==> config.mk <==
export PLATFORM = sky130hd
export DESIGN_NAME = mem_arbiter
export DESIGN_NICKNAME = d
export VERILOG_FILES = /design/src/rtl/mem_arbiter.sv
export SDC_FILE = /design/constraint.sdc
export NUM_CORES = 1
export LEC_CHECK = 0
export ABC_AREA = 1
export BUFFER_PORTS_ARGS = -buffer_cell sky130_fd_sc_hd__buf_2
export CORE_MARGIN = 2
export CORE_UTILIZATION = 40
export DETAILED_ROUTE_END_ITERATION = 7
export PLACE_DENSITY = 0.81
export SYNTH_ARGS = -nofsm -noshare
export SYNTH_HDL_FRONTEND = slang
export SYNTH_SLANG_ARGS = --single-unit
==> constraint.sdc <==
create_clock -name clk -period 1.3 [get_ports clk]
set_clock_uncertainty 0.1 [all_clocks]
set_input_delay 0.195 -clock clk [delete_from_list [all_inputs] [get_ports clk]]
set_output_delay 0.195 -clock clk [all_outputs]
set_load 0.01 [all_outputs]
==> src/rtl/mem_arbiter.sv <==
// mem_arbiter: two-port round-robin front end for a 256 x 19-bit memory with
// one-cycle registered read latency. One request is in flight at a time:
// IDLE accepts, ISSUE strobes the memory, RD_WAIT captures read data.
module mem_arbiter (
  input  logic        clk,
  input  logic        rst_n,
  // port A
  input  logic        a_valid,
  output logic        a_ready,
  input  logic        a_wr,
  input  logic [18:0] a_instr,
  output logic        a_rsp_valid,
  output logic [18:0] a_rsp_data,
  // port B
  input  logic        b_valid,
  output logic        b_ready,
  input  logic        b_wr,
  input  logic [18:0] b_instr,
  output logic        b_rsp_valid,
  output logic [18:0] b_rsp_data,
  // memory side
  output logic        mem_write_enable,
  output logic        mem_read_enable,
  output logic [18:0] mem_instr,
  input  logic [18:0] mem_data_out,
  // error report
  output logic        err,
  output logic        err_port
);

  typedef enum logic [1:0] {
    S_IDLE    = 2'd0,
    S_ISSUE   = 2'd1,
    S_RD_WAIT = 2'd2
  } state_t;

  state_t      r_state;
  state_t      w_state_nxt;

  // latched request: instr lives in r_mem_instr, which doubles as the
  // registered memory-side instruction during ISSUE
  logic        r_wr;
  logic        r_owner;        // 0 = A, 1 = B
  logic        r_prio_b;       // 1 = B wins the next contested grant

  logic        r_mem_we;
  logic        r_mem_re;
  logic [18:0] r_mem_instr;
  logic        r_err;
  logic        r_err_port;
  logic        r_a_rsp_valid;
  logic        r_b_rsp_valid;
  logic [18:0] r_a_rsp_data;
  logic [18:0] r_b_rsp_data;

  logic        w_accept;
  logic        w_grant_b;
  logic        w_sel_wr;
  logic [18:0] w_sel_instr;
  logic        w_sel_in_range;

  // Addresses occupy instr[18:10]; bit 18 set means >= 256, past the array.
  function automatic logic f_in_range(input logic [18:0] instr);
    return ~instr[18];
  endfunction

  // FSM state register
  always_ff @(posedge clk or negedge rst_n) begin
    if (!rst_n) r_state <= S_IDLE;
    else        r_state <= w_state_nxt;
  end

  // Grant selection, acceptance and next-state decode
  always_comb begin
    w_state_nxt    = r_state;
    w_accept       = 1'b0;
    w_grant_b      = b_valid & (~a_valid | r_prio_b);
    w_sel_wr       = w_grant_b ? b_wr    : a_wr;
    w_sel_instr    = w_grant_b ? b_instr : a_instr;
    w_sel_in_range = f_in_range(w_sel_instr);
    unique case (r_state)
      S_IDLE: begin
        if (a_valid || b_valid) begin
          w_accept    = 1'b1;
          w_state_nxt = S_ISSUE;
        end
      end
      S_ISSUE: begin
        if (!r_wr && f_in_range(r_mem_instr)) w_state_nxt = S_RD_WAIT;
        else                                  w_state_nxt = S_IDLE;
      end
      S_RD_WAIT: w_state_nxt = S_IDLE;
      default:   w_state_nxt = S_IDLE;
    endcase
  end

  // Ready is combinational; gating with rst_n keeps it low throughout reset
  assign a_ready = rst_n & w_accept & ~w_grant_b;
  assign b_ready = rst_n & w_accept &  w_grant_b;

  // Round-robin pointer and request ownership, updated only on acceptance
  always_ff @(posedge clk or negedge rst_n) begin
    if (!rst_n) begin
      r_prio_b <= 1'b0;
      r_owner  <= 1'b0;
    end else if (w_accept) begin
      r_prio_b <= ~w_grant_b;
      r_owner  <= w_grant_b;
    end
  end

  // Operation type of the accepted request; meaningful only while busy
  always_ff @(posedge clk) begin
    if (w_accept) r_wr <= w_sel_wr;
  end

  // Memory strobes and instruction, registered at acceptance so they are
  // valid for exactly the ISSUE cycle and immune to later x_instr changes
  always_ff @(posedge clk or negedge rst_n) begin
    if (!rst_n) begin
      r_mem_we    <= 1'b0;
      r_mem_re    <= 1'b0;
      r_mem_instr <= '0;
    end else begin
      r_mem_we    <= w_accept &  w_sel_wr & w_sel_in_range;
      r_mem_re    <= w_accept & ~w_sel_wr & w_sel_in_range;
      r_mem_instr <= w_accept ? w_sel_instr : '0;
    end
  end

  // Out-of-range pulse during ISSUE, tagged with the offending port
  always_ff @(posedge clk or negedge rst_n) begin
    if (!rst_n) begin
      r_err      <= 1'b0;
      r_err_port <= 1'b0;
    end else begin
      r_err <= w_accept & ~w_sel_in_range;
      if (w_accept && !w_sel_in_range) r_err_port <= w_grant_b;
    end
  end

  // Read capture at the end of RD_WAIT; the owner's response shows next cycle
  always_ff @(posedge clk or negedge rst_n) begin
    if (!rst_n) begin
      r_a_rsp_valid <= 1'b0;
      r_b_rsp_valid <= 1'b0;
      r_a_rsp_data  <= '0;
      r_b_rsp_data  <= '0;
    end else begin
      r_a_rsp_valid <= (r_state == S_RD_WAIT) & ~r_owner;
      r_b_rsp_valid <= (r_state == S_RD_WAIT) &  r_owner;
      if (r_state == S_RD_WAIT && !r_owner) r_a_rsp_data <= mem_data_out;
      if (r_state == S_RD_WAIT &&  r_owner) r_b_rsp_data <= mem_data_out;
    end
  end

  assign mem_write_enable = r_mem_we;
  assign mem_read_enable  = r_mem_re;
  assign mem_instr        = r_mem_instr;
  assign err              = r_err;
  assign err_port         = r_err_port;
  assign a_rsp_valid      = r_a_rsp_valid;
  assign b_rsp_valid      = r_b_rsp_valid;
  assign a_rsp_data       = r_a_rsp_data;
  assign b_rsp_data       = r_b_rsp_data;

endmodule

After elaboration in Yosys (flattened, before gate mapping)
Cells that the tools add are included.

operators by class
  bitwise gates (word level) = 18
  eq/ne operators = 3
  multiplexer cells = 8
  reduce and logical (&&, ||, !) cells = 8

operator list
  kind                                                              number
  19-bit 2-to-1 mux                                                 2
  1-bit AND                                                         11
  1-bit inverter                                                    6
  1-bit logical AND                                                 4
  2-bit 2-to-1 mux                                                  2
  2-bit case mux with 2 select lines                                1
  1-bit 2-to-1 mux                                                  3
  2-bit by 1-bit == test with 1-bit output (second input constant)  1
  2-bit == test (second input constant)                             1
  1-bit zero test                                                   2
  2-bit zero test                                                   1
  2-bit != test (second input constant)                             1
  1-bit logical OR                                                  1
  1-bit bitwise OR                                                  1

word-level totals
  input port bits = 63
  bits in registers = 68
  logic and storage cells = 50

Depth between registers and ports, before layout
  word-level depth = 7
  gate-level depth with buffers = 8

Least setup slack after synthesis
Ideal clock, no wire load.

  path kind = register to output
  from = register r_state[1]
  to = output a_ready
  required time = 1,005 ps
  path buffers = 0
  data arrival time = 1,055 ps
  slack = -50 ps
  cell stages (with the launch flop) = 8
  path through = dfrtp_1 -> inv_2 -> nand2_4 -> nor2_4 -> inv_2 -> nor2_8 -> inv_1 -> nor2_1

between the ends
  longest elaborated chain between the ends = 4

RTL lines
  what                    line  source
  start, declared         37    state_t r_state;
  start signal, assigned  70    else r_state <= w_state_nxt;
  2-bit zero test         81    unique case (r_state)
  1-bit 2-to-1 mux        81
  named net w_accept      56    logic w_accept;
  1-bit AND (2 in a row)  98    assign a_ready = rst_n & w_accept & ~w_grant_b;
  end, declared           9     output logic a_ready,

The timed path passes the listed nets, and every way through them passes these cells.

Worst setup path after layout
  from = register r_prio_b
  to = output a_ready

between the ends
  longest elaborated chain between the ends = 4

RTL lines
  what                    line  source
  start, declared         44    logic r_prio_b;
  start signal, assigned  107   r_prio_b <= ~w_grant_b;
  1-bit bitwise OR        77    w_grant_b = b_valid & (~a_valid | r_prio_b);
  1-bit AND               77
  1-bit inverter          98
  1-bit AND               98

No other way between the ends.

==> impl_metrics.yaml <==
outcome:
  status: "finished with violations"
  failed_checks: "setup timing"
cts:
  cts_tree: "yes"
  worstSkewPairLatency_ns: 0.32
  clk_path_buf_depth: 2
  numClockSinks: 67
  path_clk_slew_ns: 0.07
  cts_root_buffer: "clkbuf_8"
  numCtsBuffers: 9
  h-tree-depth: 3
worst_setup_path:
  reg2reg_from: "r_prio_b$_DFFE_PN0P_"
  crit_end: "a_ready"
  required_ns: 1.00
  crit_fanout: 3
  r2r_slack_ns: -0.05
  cp-start-kind: "flip-flop"
  worstSetupStartpoint: "r_prio_b$_DFFE_PN0P_"
  worst_ep_arrival_time_ns: 1.38
  r2r_cells: 8
  regToRegEndpoint: "mem_instr[3]$_DFF_PN0_"
  path_class: "flip-flop to primary output"
  critPathCaptureType: "primary output"
layout:
  drive_gt1_share_pct: 36.8
  final_cell_mix: "127 x buf_2, 96 x nand2_1, 66 x dfrtp_1"
  fillers: 534
  final_core_util_pct: 61.5
  design_area_um2: 3880
  final_nets: 507
  antenna_cells: 0
  layout_commonest_cell: "buf_2"
  syn2layout_area_growth_pct: 50.4
place:
  place_area_um2: 3320
  place_ws_ns: -0.0451
  finalWeightedCongestion: 0.813
  io_buffer_count: 127
  hpwlAfterDp_um: 4190
pwr:
  total_power_mw: 7.99
  p_sw_share_pct: 36.9
  total_leakage_power_nw: 2.25
  p_int_mw: 5.04
  p_clk_share_pct: 18.0
  powerDensity_nw_per_um2: 2060
  peakVddDrop_mv: 0.986
  combPwrFrac_pct: 39.0
  seq_power_share_pct: 42.9
  power.switching_mw: 2.94
sta:
  rsz0062_at_grt: "yes"
  period_minus_slack_ns: 1.68
  hold_viol: 0
  period_share_pct: 129
  slew-limit-headroom_pct: 60.4
  drv_slew: 0
  fmax_mhz: 596
  setup_viol: 11
  tightestPinTransition_ns: 0.594
  worst_slack_ns: -0.378
drt:
  drt-initial-drc-count: 105
  ant_nets: 0
  wl_per_cell_um: 13.5
  firstDrtPassIters: 4
  num_vias: 2462
  viasPerCell: 4.69
  drc: 0
  wirelength_um: 7080
global_routing:
  overflow: 0
  grt_pass1_wl_um: 11900
  grt_max_degree: 67
  antenna_found_initial: 0
  grt_pass1_vias: 2592
  grt_util_all_layers_pct: 21.0
synthesis:
  netlist_area_um2: 2580
  synthCells: 271
  ys_types: 19
  synth_flop_cell: "dfrtp_1"
  yosys-top-cells-area: "dfrtp_1 64%, nand2_1 14%, o21ai_0 7.8%"
  seq_area_frac_synth_pct: 65.1
  synth-seq-cells: 67
  synth_largest_area_cell: "dfrtp_1"
  synth_top_area_share_pct: 64.0
  syn_nets: 334
  synth_edf_count: 1
  synth_warnings: 0
  async_flop_share_pct: 98.5
  syn_area_per_cell_um2: 9.53
floorplanning:
  initial_utilization_pct: 40.9
  dieArea_um2: 7110
  fp.dieW_um: 84.4
  die_y_um: 84.4
  std_cell_rows: 29
  io-pin-count: 128
  core_area_um2: 6310
min_path:
  hp-class: "primary input to flip-flop"
  min-delay-start: "mem_data_out[3]"
job:
  drv_cap: 0
-- worst min path at each step --
stage	slack [ns]	cells after the start	endpoint
after floorplan	-0.20	0	a_rsp_data[0]$_DFFE_PN0P_
final	0.03	3	b_rsp_data[3]$_DFFE_PN0P_
after detailed placement	0.29	3	mem_instr[6]$_DFF_PN0_
after global routing	0.03	3	a_rsp_data[14]$_DFFE_PN0P_
after global placement	0.29	3	mem_instr[2]$_DFF_PN0_
after CTS	0.01	3	b_rsp_data[3]$_DFFE_PN0P_
-- area by class of cell --
cell class	count	area [um^2]	area share, %
clock buffers	12	145	3.74
clock inverters	3	15.0	0.386
inverters	35	136	3.51
multi-input cells	157	698	18.0
flip-flops and latches	67	1680	43.3
well taps	77	96.3	2.48
repair buffers	174	1110	28.6
-- synthesized netlist by cell type, types with 2 or more instances --
master / n
buf_2: 2
buf_4: 5
clkbuf_1: 4
dfrtp_1: 66
inv_1: 31
inv_2: 3
nand2_1: 98
nand2_2: 3
nand3_1: 4
nor2_1: 7
o21ai_0: 40
-- metal layers --
layer	GRT usage [%]	part of all wire, %	vias up
li1	-	-	1166
met1	25.2	39	1161
met2	33.2	49	119
met3	7.77	9.3	16
met4	11.0	2.2	0
met5	0	0	-
-- critical path: stages (launching register included) --
cell and delay (ns):
dfrtp_1 0.38, inv_2 0.06, nand2_2 0.06, nand2_2 0.09
inv_2 0.06, nor2_8 0.10, inv_1 0.06, nor2_2 0.09
buf_2 0.15
-- flip-flops by register name, summed over array words and instances, names as in the netlist --
register and flops:
a_rsp_valid 1, mem_instr 18, r_state 2, mem_write_enable 1
r_wr 1, r_owner 1, mem_read_enable 1, b_rsp_valid 1
err_port 1, err 1, a_rsp_data 19, b_rsp_data 19
r_prio_b 1
-- logic make-up after synthesis --
family | synth area share (%)
AND/OR/NAND/NOR | 18.7
buffers and inverters | 8.28
AO/OA/AOI/OAI | 7.95
flip-flops | 65.1
-- power by group through the flow --
stage	clock, mW	combinational [mW]	sequential [mW]
2_1_floorplan	0	1.21	3.87
3_3_place_gp	0	2.88	3.42
3_5_place_dp	0	2.98	3.46
4_1_cts	1.50	3.10	3.43
5_1_grt	1.61	3.50	3.53
6_report	1.44	3.12	3.43
-- through the flow --
step / cells / TNS, ns / hold slack, ns
6_report: 525 / -0.864 / 0.0330
5_1_grt: 525 / -2.74 / 0.0285
4_1_cts: 525 / -0.676 / 0.0106
3_5_place_dp: 471 / -0.325 / 0.295
3_3_place_gp: 471 / 0 / 0.288
2_1_floorplan: 271 / -0.0191 / -0.201
-- what timing repair did --
item	4_1_cts	5_1_grt
hold endpoints to repair	78	0
hold buffers	38	0
setup endpoints to repair	21	98
buffers inserted	1	0
pin swaps	1	0
gates resized for setup	4	3
No activity file was read; power rests on OpenSTA's default activity.
